**config.mk**
```make
export PLATFORM = sky130hd
export DESIGN_NAME = pipe_ctrl_unit
export DESIGN_NICKNAME = d
export VERILOG_FILES = /design/src/rtl/pipe_ctrl_unit.sv
export SDC_FILE = /design/constraint.sdc
export NUM_CORES = 1
export LEC_CHECK = 0
export CAP_MARGIN = 20
export CORE_ASPECT_RATIO = 2
export CORE_UTILIZATION = 35
export DETAILED_ROUTE_END_ITERATION = 10
export PLACE_DENSITY = 0.68
export SYNTH_ARGS = -nofsm -noshare
export SYNTH_HDL_FRONTEND = slang
export SYNTH_SLANG_ARGS = --single-unit
```
**constraint.sdc**
```tcl
create_clock -name clk -period 7.3 [get_ports clk]
set_input_delay 1.095 -clock clk [delete_from_list [all_inputs] [get_ports clk]]
set_output_delay 1.095 -clock clk [all_outputs]
set_load 0.03 [all_outputs]
```
**src/rtl/pipe_ctrl_unit.sv**
```systemverilog
// Decodes the ID instruction and carries the control bundle through EX, MEM_STAGES MEM slots and WB (ID->WB = 2+MEM_STAGES edges).
// stall_in freezes every stage; load-use hazards insert LU_BUBBLES bubbles via stall_out; PIPE_CTRL_PERF_CNT_EN adds perf counters.
module pipe_ctrl_unit #(
  parameter int LU_BUBBLES = 1,
  parameter int MEM_STAGES = 1
) (
  input  logic        clk,
  input  logic        rst_n,
  input  logic [31:0] instr,
  input  logic        instr_valid,
  input  logic        stall_in,
  input  logic        flush,
  output logic        stall_out,
  output logic        illegal,
  output logic        ex_valid,
  output logic [3:0]  ex_alu_ctrl,
  output logic [2:0]  ex_alu_src_b,
  output logic        ex_alu_reg_sel,
  output logic [1:0]  ex_jump_branch,
  output logic        ex_pc_plus8,
  output logic        mem_valid,
  output logic [3:0]  mem_write,
  output logic [2:0]  mem_ld_st_ctrl,
  output logic        wb_valid,
  output logic        wb_reg_write,
  output logic        wb_mem_to_reg,
  output logic [4:0]  wb_dest
`ifdef PIPE_CTRL_PERF_CNT_EN
  ,
  output logic [31:0] perf_retired,
  output logic [31:0] perf_bubbles
`endif
);

  localparam logic [3:0] ALU_ADD = 4'd0, ALU_SUB = 4'd1, ALU_AND = 4'd2, ALU_OR  = 4'd3,
                         ALU_XOR = 4'd4, ALU_NOR = 4'd5, ALU_SLT = 4'd6, ALU_SLTU = 4'd7,
                         ALU_SLL = 4'd8, ALU_SRL = 4'd9, ALU_SRA = 4'd10, ALU_LUI = 4'd11;
  localparam logic [2:0] SRC_RT = 3'd0, SRC_RS = 3'd1, SRC_SEXT = 3'd2, SRC_ZEXT = 3'd3,
                         SRC_ZERO = 3'd4, SRC_SHAMT = 3'd5, SRC_LUI = 3'd6;
  localparam logic [1:0] LU_INIT = 2'(LU_BUBBLES - 1);

  typedef struct packed {
    logic       vld;
    logic [3:0] alu_ctrl;
    logic [2:0] alu_src_b;
    logic       alu_reg_sel;
    logic [1:0] jump_branch;
    logic       pc_plus8;
    logic [3:0] mem_write;
    logic [2:0] ld_st_ctrl;
    logic       reg_write;
    logic       mem_to_reg;
    logic [4:0] dest;
  } ctrl_t;

  logic [5:0] opcode, funct;
  logic [4:0] rs, rt, rd, dest;
  assign opcode = instr[31:26];
  assign rs     = instr[25:21];
  assign rt     = instr[20:16];
  assign rd     = instr[15:11];
  assign funct  = instr[5:0];

  ctrl_t dec;
  logic  dec_illegal, uses_rs, uses_rt;

  always_comb begin
    dec         = '0;
    dec_illegal = 1'b0;
    uses_rs     = 1'b1;
    uses_rt     = 1'b0;
    dest        = rt;
    case (opcode)
      6'h00: begin
        dest          = rd;
        uses_rt       = 1'b1;
        dec.reg_write = 1'b1;
        case (funct)
          6'h00: begin dec.alu_ctrl = ALU_SLL; dec.alu_src_b = SRC_SHAMT; dec.alu_reg_sel = 1'b1; uses_rs = 1'b0; end
          6'h02: begin dec.alu_ctrl = ALU_SRL; dec.alu_src_b = SRC_SHAMT; dec.alu_reg_sel = 1'b1; uses_rs = 1'b0; end
          6'h03: begin dec.alu_ctrl = ALU_SRA; dec.alu_src_b = SRC_SHAMT; dec.alu_reg_sel = 1'b1; uses_rs = 1'b0; end
          6'h04: begin dec.alu_ctrl = ALU_SLL; dec.alu_src_b = SRC_RS; dec.alu_reg_sel = 1'b1; end
          6'h06: begin dec.alu_ctrl = ALU_SRL; dec.alu_src_b = SRC_RS; dec.alu_reg_sel = 1'b1; end
          6'h07: begin dec.alu_ctrl = ALU_SRA; dec.alu_src_b = SRC_RS; dec.alu_reg_sel = 1'b1; end
          6'h08: begin dec.jump_branch = 2'b10; dec.reg_write = 1'b0; end
          6'h09: begin dec.jump_branch = 2'b10; dec.pc_plus8 = 1'b1; end
          6'h20, 6'h21: begin dec.alu_ctrl = ALU_ADD; end
          6'h22, 6'h23: begin dec.alu_ctrl = ALU_SUB; end
          6'h24: begin dec.alu_ctrl = ALU_AND; end
          6'h25: begin dec.alu_ctrl = ALU_OR; end
          6'h26: begin dec.alu_ctrl = ALU_XOR; end
          6'h27: begin dec.alu_ctrl = ALU_NOR; end
          6'h2a: begin dec.alu_ctrl = ALU_SLT; end
          6'h2b: begin dec.alu_ctrl = ALU_SLTU; end
          default: dec_illegal = 1'b1;
        endcase
      end
      6'h02: begin dec.jump_branch = 2'b01; dec.alu_src_b = SRC_ZERO; uses_rs = 1'b0; end
      6'h03: begin
        dec.jump_branch = 2'b01; dec.alu_src_b = SRC_ZERO; dec.pc_plus8 = 1'b1;
        dec.reg_write = 1'b1; dest = 5'd31; uses_rs = 1'b0;
      end
      6'h04, 6'h05: begin dec.jump_branch = 2'b11; dec.alu_ctrl = ALU_SUB; dec.alu_src_b = SRC_RT; uses_rt = 1'b1; end
      6'h06, 6'h07: begin dec.jump_branch = 2'b11; dec.alu_ctrl = ALU_SUB; dec.alu_src_b = SRC_ZERO; end
      6'h08, 6'h09: begin dec.alu_ctrl = ALU_ADD;  dec.alu_src_b = SRC_SEXT; dec.reg_write = 1'b1; end
      6'h0a: begin dec.alu_ctrl = ALU_SLT;  dec.alu_src_b = SRC_SEXT; dec.reg_write = 1'b1; end
      6'h0b: begin dec.alu_ctrl = ALU_SLTU; dec.alu_src_b = SRC_SEXT; dec.reg_write = 1'b1; end
      6'h0c: begin dec.alu_ctrl = ALU_AND;  dec.alu_src_b = SRC_ZEXT; dec.reg_write = 1'b1; end
      6'h0d: begin dec.alu_ctrl = ALU_OR;   dec.alu_src_b = SRC_ZEXT; dec.reg_write = 1'b1; end
      6'h0e: begin dec.alu_ctrl = ALU_XOR;  dec.alu_src_b = SRC_ZEXT; dec.reg_write = 1'b1; end
      6'h0f: begin dec.alu_ctrl = ALU_LUI;  dec.alu_src_b = SRC_LUI;  dec.reg_write = 1'b1; uses_rs = 1'b0; end
      6'h20, 6'h21, 6'h23, 6'h24, 6'h25: begin
        dec.alu_src_b  = SRC_SEXT;
        dec.reg_write  = 1'b1;
        dec.mem_to_reg = 1'b1;
        case (opcode)
          6'h20:   dec.ld_st_ctrl = 3'b000;
          6'h21:   dec.ld_st_ctrl = 3'b001;
          6'h23:   dec.ld_st_ctrl = 3'b010;
          6'h24:   dec.ld_st_ctrl = 3'b011;
          default: dec.ld_st_ctrl = 3'b100;
        endcase
      end
      6'h28: begin dec.alu_src_b = SRC_SEXT; dec.mem_write = 4'b0001; dec.ld_st_ctrl = 3'b101; uses_rt = 1'b1; end
      6'h29: begin dec.alu_src_b = SRC_SEXT; dec.mem_write = 4'b0011; dec.ld_st_ctrl = 3'b110; uses_rt = 1'b1; end
      6'h2b: begin dec.alu_src_b = SRC_SEXT; dec.mem_write = 4'b1111; dec.ld_st_ctrl = 3'b111; uses_rt = 1'b1; end
      default: dec_illegal = 1'b1;
    endcase
    dec.dest = dest;
    if (dest == 5'd0) dec.reg_write = 1'b0;
    dec.vld = 1'b1;
  end

  ctrl_t      ex_q, ex_d, wb_q, wb_d;
  ctrl_t      mem_q [MEM_STAGES];
  ctrl_t      mem_d [MEM_STAGES];
  logic [1:0] cnt_q, cnt_d;
  logic       flush_pending_q, flush_pending_d;
  logic       id_ok, hazard, flush_eff, cnt_busy;

  assign id_ok     = instr_valid & ~dec_illegal;
  assign flush_eff = flush | flush_pending_q;
  assign cnt_busy  = (cnt_q != 2'd0);
  assign hazard    = id_ok & ex_q.vld & ex_q.mem_to_reg & (ex_q.dest != 5'd0) &
                     ((uses_rs & (rs == ex_q.dest)) | (uses_rt & (rt == ex_q.dest)));
  // A flush that is about to take effect releases the hold: the ID instruction is dead anyway.
  assign stall_out = (hazard | cnt_busy) & ~(flush_eff & ~stall_in);
  assign illegal   = instr_valid & dec_illegal;

  always_comb begin
    ex_d            = ex_q;
    mem_d           = mem_q;
    wb_d            = wb_q;
    cnt_d           = cnt_q;
    flush_pending_d = flush_pending_q;
    if (stall_in) begin
      flush_pending_d = flush_pending_q | flush;
    end else begin
      flush_pending_d = 1'b0;
      wb_d            = mem_q[MEM_STAGES-1];
      mem_d[0]        = ex_q;
      for (int i = 1; i < MEM_STAGES; i++) mem_d[i] = mem_q[i-1];
      ex_d = '0;
      if (flush_eff)     cnt_d = 2'd0;
      else if (cnt_busy) cnt_d = cnt_q - 2'd1;
      else if (hazard)   cnt_d = LU_INIT;
      else if (id_ok)    ex_d  = dec;
    end
  end

  always_ff @(posedge clk or negedge rst_n) begin
    if (!rst_n) begin
      ex_q            <= '0;
      wb_q            <= '0;
      cnt_q           <= 2'd0;
      flush_pending_q <= 1'b0;
      for (int i = 0; i < MEM_STAGES; i++) mem_q[i] <= '0;
    end else begin
      ex_q            <= ex_d;
      wb_q            <= wb_d;
      cnt_q           <= cnt_d;
      flush_pending_q <= flush_pending_d;
      for (int i = 0; i < MEM_STAGES; i++) mem_q[i] <= mem_d[i];
    end
  end

  assign ex_valid       = ex_q.vld;
  assign ex_alu_ctrl    = ex_q.alu_ctrl;
  assign ex_alu_src_b   = ex_q.alu_src_b;
  assign ex_alu_reg_sel = ex_q.alu_reg_sel;
  assign ex_jump_branch = ex_q.jump_branch;
  assign ex_pc_plus8    = ex_q.pc_plus8;
  assign mem_valid      = mem_q[MEM_STAGES-1].vld;
  assign mem_write      = mem_q[MEM_STAGES-1].mem_write;
  assign mem_ld_st_ctrl = mem_q[MEM_STAGES-1].ld_st_ctrl;
  assign wb_valid       = wb_q.vld;
  assign wb_reg_write   = wb_q.reg_write & wb_q.vld;
  assign wb_mem_to_reg  = wb_q.mem_to_reg;
  assign wb_dest        = wb_q.dest;

`ifdef PIPE_CTRL_PERF_CNT_EN
  logic [31:0] perf_retired_q, perf_retired_d, perf_bubbles_q, perf_bubbles_d;

  always_comb begin
    perf_retired_d = perf_retired_q + {31'd0, ~stall_in & wb_d.vld};
    perf_bubbles_d = perf_bubbles_q + {31'd0, ~stall_in & ~flush_eff & (cnt_busy | hazard)};
  end

  always_ff @(posedge clk or negedge rst_n) begin
    if (!rst_n) begin
      perf_retired_q <= 32'd0;
      perf_bubbles_q <= 32'd0;
    end else begin
      perf_retired_q <= perf_retired_d;
      perf_bubbles_q <= perf_bubbles_d;
    end
  end

  assign perf_retired = perf_retired_q;
  assign perf_bubbles = perf_bubbles_q;
`endif

endmodule
```
# [Word-level counts from Yosys, hierarchy flattened]
# Cells that the tools add are included.
# Widths: inputs -> output; s select.
[word_totals] regBits=52 input_bits=37 out_inout_bits=30 elab_cells=137
[classes] n_addsub=1 eq_ne=41 n_mux=30 n_bitwise=17 reduce_logical=25
[ops] operator="$eq 6x6->1 const B" n=18
[ops] operator="$mux 26" n=4
[ops] operator="$eq 6x4->1 const B" n=10
[ops] operator="$eq 6x3->1 const B" n=7
[ops] operator="$pmux 4 s10" n=1
[ops] operator="$pmux 4 s8" n=1
[ops] operator="$eq 6x2->1 const B" n=4
[ops] operator="$pmux 3 s4" n=2
[ops] operator="$reduce_or 22->1" n=1
[ops] operator="$reduce_or 18->1" n=1
[ops] operator="$pmux 3 s5" n=1
[ops] operator="$reduce_or 14->1" n=1
[ops] operator="$logic_not 6->1" n=2
[ops] operator="$pmux 4 s3" n=1
[ops] operator="$reduce_or 12->1" n=1
[ops] operator="$reduce_or 2->1" n=6
[ops] operator="$reduce_or 3->1" n=4
[ops] operator="$and 1x1->1" n=11
[ops] operator="$eq 5x5->1" n=2
[ops] operator="$pmux 5 s2" n=1
[ops] operator="$mux 1" n=9
[ops] operator="$mux 2" n=4
[ops] operator="$pmux 1 s2" n=4
[ops] operator="$pmux 4 s2" n=1
[ops] operator="12 further kinds" n=17

# [Longest topological paths before layout]
# Gate-level depths: netlist of run 1.
[depth] word_depth=13 ltp_mapped=9 mapped_depth_nobuf=6

# [Worst setup path before layout of run 1]
# No wires, ideal clock.
[synth_path] kind="input-to-output" from="in instr[28]" to="out stall_out" arrival_ns=3.186 t_required_ns=6.205 setup_slack_ns=3.019 cell_stages=8 path_buffers=2 path_cell_list="clkbuf_1 -> or4_4 -> buf_6 -> or4_4 -> o32a_1 -> a22o_1 -> nand3b_1 -> a21oi_1"
[synth_between] elab_chain_len=11 elab_cells_between_ends=40 classes_between="eq/ne: 22; mux: 3; bitwise: 11; reduce/logical: 4"
[synth_lines] element="start, declared" line="9" rtl="input logic [31:0] instr,"
[synth_lines] element="$eq 6x6->1 (tied with other cells)" line="73" rtl="case (opcode)"
[synth_lines] element="$reduce_or 22->1 (no source line)"
[synth_lines] element="$pmux 1 s2" line="73"
[synth_lines] element="$not 1->1" line="141" rtl="assign id_ok = instr_valid & ~dec_illegal;"
[synth_lines] element="$and 1x1->1" line="141"
[synth_lines] element="$and 1x1->1 (3 in series)" line="144" rtl="assign hazard = id_ok & ex_q.vld & ex_q.mem_to_reg & (ex_q.dest != 5'd0) &"
[synth_lines] element="$and 1x1->1 (*)" line="144"
[synth_lines] element="$or 1x1->1 (*)" line="147" rtl="assign stall_out = (hazard | cnt_busy) & ~(flush_eff & ~stall_in);"
[synth_lines] element="$and 1x1->1 (*)" line="147"
[synth_lines] element="end, declared" line="13" rtl="output logic stall_out,"
# Every way passes the cells marked *; elsewhere a longest branch is shown, timed or not.

# [Worst setup path after layout of run 1]
# Ends and elaborated chain as after synthesis.

==> results.yml, run 1 <==
outcome:
  outcome: "completed"
critical_path:
  required_ns: 6.20
  r2r_cells: 5
  worst-setup-path-type: "in2out"
  critPathLaunchType: "input port"
  end_kind: "output pin"
  worstPathArrival_ns: 4.42
  crit_fanout: 18
hold_path:
  hp-class: "reg2reg"
  whs_path_depth: 1
detailed_routing:
  drt-initial-drc-count: 89
  ant_nets: 0
  routed_wl_um: 6682
  viasPerCell: 5.408
  drtPass1Iterations: 4
  routedWlPerCell_um: 16.02
  vias: 2255
  drc: 0
timing:
  min_period_ns: 5.512
  worst_slack_ns: 1.788
  slew_violations: 0
  rsz0062_at_grt: "no"
  fin_tns_setup_ns: 0
  fmax_ghz: 0.1814
  finalSetupViolCount: 0
  relSlewSlack: 0.4088
  finalCritPeriodShare: 0.7551
  fin_skew_ns: 0.006894
  hold_viol_final: 0
  max_slew.worst_pin.slew_ns: 0.8840
placed_design:
  gp_congestion: 0.8656
  pre_cts_slack_ns: 1.801
  place_hpwl_um: 4929
  io_buffers: 61
power:
  power_density_nw_per_um2: 171.4
  leakagePower_nw: 1.544
  vdd_drop_max_mv: 0.07520
final_layout:
  layout-drive-gt1-share: 0.1277
  multi_input_area_um2: 1334
  fillers: 792
  largest_register_ffs: 13
  nets: 357
  largest_register: "ex_q"
  n_antenna_cell: 0
  seqCellArea_um2: 1251
  area_growth_pct: 21.17
cts:
  cts_resized: 0
  hold_buffers: 0
  cts_buffers: 5
  cts_root_buf: "clkbuf_16"
  clk_latency_ns: 0.29
  clock_sinks: 50
  cts_htree_levels: 2
  cts_setup_buffers: 0
  clk_pin_slew_ns: 0.06
  cts_tree: "yes"
  cts_buffer_depth: 2
die:
  io_pins: 67
  core_um2: 8000
  initial_core_util: 0.3635
  die_w_um: 66.45
  die_h_um: 130.9
  die_area_um2: 8698
  row_count: 46
synth:
  synth_top_area_share: 0.4303
  netlist_area_um2: 2908
  yosysMostFrequentCell: "dfrtp_1"
  async_flop_share: 1.000
  synth_area_per_cell_um2: 10.03
  synthCells: 290
  yosys-top-cells-count: "dfrtp_1 (50), buf_4 (22), mux2_2 (22), a22o_1 (19), nor2_1 (18)"
  synth_cell_type_count: 45
  yosysTopAreaCell: "dfrtp_1"
  yosys_warnings: 0
  synth_edf_count: 0
  yosysSeqAreaShare: 0.4303
  ys_ff_latch: 50
  synth_ff_type: "dfrtp_1"
  synth.area.top_cells: "dfrtp_1 (43%), mux2_2 (8.5%), a22o_1 (5.7%)"
  synth_nets: 327
global_routing:
  grt_remaining_overflow: 0
  grt_usage: 0.1691
  grt_max_degree: 54
  antenna_found_initial: 0
  grt_pass1_wl_um: 10960
  grt_pass1_vias: 2247
job:
  max_cap_viol_count: 0
cells by family after synthesis:
family | synth area share
AO/OA/AOI/OAI | 0.1997
XOR/XNOR | 0.03615
adder cells (fa/ha/maj) | 0.003442
buffers and inverters | 0.1110
flip-flops | 0.4303
multiplexers | 0.08864
AND/OR/NAND/NOR | 0.1308
area by class of cell:
class / instances / share of cell area
clock buffers: 6 / 0.03658
clock inverters: 2 / 0.003906
inverters: 12 / 0.01278
multi-input cells: 186 / 0.3786
flip-flops and latches: 50 / 0.3551
well taps: 96 / 0.03409
repair buffers: 65 / 0.1790
metrics by stage:
stage | total power, W | instance area [µm²] | hold WS (ns) | util | std cells
finish | 0.0006039 | 3523 | 0.4851 | 0.4404 | 417
global route | 0.0006304 | 3523 | 0.5167 | 0.4404 | 417
CTS | 0.0006139 | 3523 | 0.4921 | 0.4404 | 417
detailed placement | 0.0003815 | 3381 | 0.4777 | 0.4226 | 409
global placement | 0.0003805 | 3381 | 0.4721 | 0.4226 | 409
floorplan | 0.0003445 | 2908 | 0.4593 | - | 290
report_power, final:
| part | switching, W | total [W] | internal (W) |
|---|---|---|---|
| sequential | 0.00000336 | 0.000285 | 0.000282 |
| combinational | 0.0000506 | 0.0000906 | 0.0000401 |
| clock | 0.000101 | 0.000228 | 0.000127 |
| total | 0.000155 | 0.000604 | 0.000449 |
worst paths after layout:
path	from	end	slack [ns]
worst max-delay path	instr[28]	stall_out	1.79
worst min-delay path	ex_q[8]	ex_q[8]	0.49
worst max register to register	ex_q[0]	ex_q[6]	5.12
worst min register to register	ex_q[8]	ex_q[8]	0.49
max in group asynchronous	rst_n	wb_dest[4]	5.97
min in group asynchronous	rst_n	ex_alu_src_b[0]	0.90
per-layer routing:
layer	routed length, µm	vias up	GRT usage	share of wire
met1	2559	1087	0.1833	0.38
met2	3655	65	0.3061	0.55
met5	0	-	0	0
met3	228	14	0.02344	0.034
met4	239	0	0.09512	0.036
li1	-	1089	-	-
critical path: stages:
cell and delay [ns]:
clkdlybuf4s50_1 0.70, or4_4 0.68, or4_4 0.47, o32a_1 0.39, a22o_1 0.26, nand3b_1 0.14
a21oi_1 0.09, clkdlybuf4s50_1 0.59
cell usage in the layout (no fill, tap or decap), types with 5 or more instances in the layout:
| cell | count |
|---|---|
| o21ai_0 | 7 |
| nand2_1 | 14 |
| o22a_1 | 5 |
| nand3_1 | 8 |
| nor3_1 | 10 |
| inv_1 | 12 |
| clkdlybuf4s50_1 | 59 |
| mux2_2 | 22 |
| a21oi_1 | 16 |
| nor2_1 | 18 |
| a22o_1 | 19 |
| clkbuf_16 | 5 |
| a32o_1 | 7 |
| xnor2_1 | 9 |
| dfrtp_1 | 50 |
No activity file was read; power rests on OpenSTA's default activity.
==> run 2: changes to the inputs <==
--- a/config.mk
+++ b/config.mk
@@ -9,7 +9,7 @@
 export CORE_ASPECT_RATIO = 2
 export CORE_UTILIZATION = 35
 export DETAILED_ROUTE_END_ITERATION = 10
-export PLACE_DENSITY = 0.68
+export PLACE_DENSITY = 0.71
 export SYNTH_ARGS = -nofsm -noshare
 export SYNTH_HDL_FRONTEND = slang
 export SYNTH_SLANG_ARGS = --single-unit
==> constraint.sdc (replaced) <==
create_clock -name clk -period 4.98 [get_ports clk]
set_input_delay 0.747 -clock clk [delete_from_list [all_inputs] [get_ports clk]]
set_output_delay 0.747 -clock clk [all_outputs]
set_load 0.03 [all_outputs]
==> run 2 against run 1 <==
Against the previous run:
- setup slack worse by 1.3 ns
- first-iteration DRC count down 22%
- wire length down 0.69%
- utilization up 0.89 points
- worst hold slack worse by 0.0024 ns
- global-route usage down 0.52 points
- sequential share of layout area down 0.70 points
- sequential cell count unchanged
- critical endpoint unchanged
==> results.yml, run 2 (synthesis gave the netlist of run 1 again) <==
critical_path:
  crit_chain: "clkdlybuf4s50_1 -> or4_4 -> or4_4 -> o32a_1 -> a22o_1 -> nand3b_1 -> a21oi_1 -> clkdlybuf4s50_1"
  r2r_cells: 5
  critPathLaunchType: "input port"
  reg2reg_slack_ns: 2.82
  slowest_stage: "or4_4"
  r2r-end: "ex_q[9]"
  worst-setup-path-type: "in2out"
  cp_top_family: "simple AND/OR/NAND/NOR gates"
  regToRegStartpoint: "ex_q[0]"
  required_ns: 4.23
  cpPeakStageDelay_ns: 0.62
  worst-path-buf-inv: 2
  end_kind: "output pin"
  worstPathArrival_ns: 3.74
  crit_fanout: 9
cts:
  cts_setup_buffers: 0
  hold_buffers: 0
  cts_buffer_depth: 2
  cts_buffers: 5
  clk_latency_ns: 0.29
  cts_tree: "yes"
  clk_pin_slew_ns: 0.06
  cts_root_buf: "clkbuf_16"
  clock_sinks: 50
  cts_resized: 0
  cts_htree_levels: 2
timing:
  finalCritPeriodShare: 0.9020
  hold_viol_final: 0
  relSlewSlack: 0.5872
  min_period_ns: 4.492
  rsz0062_at_grt: "no"
  fin_tns_setup_ns: 0
  slew_violations: 0
  max_slew.worst_pin.slew_ns: 0.6192
  fmax_ghz: 0.2226
  finalSetupViolCount: 0
  fin_skew_ns: 0.008579
final_layout:
  largest_register_ffs: 13
  final_common_cell: "clkdlybuf4s50_1"
  seqCellArea_um2: 1251
  multi_input_area_um2: 1334
  n_antenna_cell: 0
  fillers: 784
  area_growth_pct: 23.62
  nets: 364
  layout-drive-gt1-share: 0.1494
  largest_register: "ex_q"
  final_cell_mix: "clkdlybuf4s50_1 (59), dfrtp_1 (50), mux2_2 (22)"
power:
  power_density_nw_per_um2: 253.6
  vdd_drop_max_mv: 0.1271
  leakagePower_nw: 1.587
  finalPower_w: 0.0009116
die:
  die_w_um: 66.45
  io_pins: 67
  core_um2: 8000
  die_h_um: 130.9
  initial_core_util: 0.3635
  row_count: 46
  die_area_um2: 8698
placed_design:
  place_hpwl_um: 5106
  gp_congestion: 0.8219
  io_buffers: 61
detailed_routing:
  ant_nets: 0
  vias: 2278
  drtPass1Iterations: 4
  routedWlPerCell_um: 15.65
  drc: 0
  drt-initial-drc-count: 69
  routed_wl_um: 6636
  viasPerCell: 5.373
hold_path:
  min-delay-start: "ex_q[8]"
  holdPathEnd: "ex_q[8]"
  hp-class: "reg2reg"
  whs_path_depth: 1
global_routing:
  grt_pass1_vias: 2266
  grt_usage: 0.1639
  grt_max_degree: 54
  grt_pass1_wl_um: 10830
  grt_remaining_overflow: 0
  antenna_found_initial: 0
outcome:
  outcome: "completed"
job:
  max_cap_viol_count: 0
-- run 2: worst max-delay path by stage --
stage	end	depth (start not counted)	startpoint	slack (ns)
6_report	stall_out	8	instr[31]	0.49
4_1_cts	stall_out	8	instr[31]	0.49
2_1_floorplan	stall_out	8	instr[28]	1.39
3_3_place_gp	stall_out	8	instr[31]	0.48
3_5_place_dp	stall_out	8	instr[31]	0.49
5_1_grt	stall_out	8	instr[31]	0.42
-- run 2: per-layer routing --
| metal | routed length, µm | global-route usage | vias up |
|---|---|---|---|
| li1 | - | - | 1111 |
| met1 | 2506 | 0.1750 | 1095 |
| met2 | 3618 | 0.2935 | 53 |
| met3 | 209 | 0.01910 | 19 |
| met4 | 302 | 0.1101 | 0 |
| met5 | 0 | 0 | - |
-- run 2: cell type report --
type,count,share of cell area
clock buffers,7,0.04246
clock inverters,1,0.002436
inverters,12,0.01253
multi-input cells,186,0.3710
flip-flops and latches,50,0.3481
well taps,96,0.03341
repair buffers,72,0.1900
-- run 2: stage by stage --
| stage | cell area, µm² | instances | util | hold WS (ns) | setup slack (ns) |
|---|---|---|---|---|---|
| 2_1_floorplan | 2908 | 290 | - | 0.4514 | 1.395 |
| 3_3_place_gp | 3433 | 416 | 0.4292 | 0.4730 | 0.4821 |
| 3_5_place_dp | 3433 | 416 | 0.4292 | 0.4762 | 0.4881 |
| 4_1_cts | 3595 | 424 | 0.4493 | 0.4893 | 0.4872 |
| 5_1_grt | 3595 | 424 | 0.4493 | 0.5041 | 0.4162 |
| 6_report | 3595 | 424 | 0.4493 | 0.4827 | 0.4881 |
-- run 2: report_power, final --
group / internal, W / switching [W]
clock network: 0.000214 / 0.000142
registers: 0.000413 / 0.00000501
logic: 0.0000624 / 0.0000749
-- run 2: worst reg2reg max path: stages, from the launching register on --
cell       delay (ns)
dfrtp_1          0.45
or3_1            0.39
o311a_2          0.37
a2111oi_4        0.35
buf_4            0.32
a32o_1           0.21
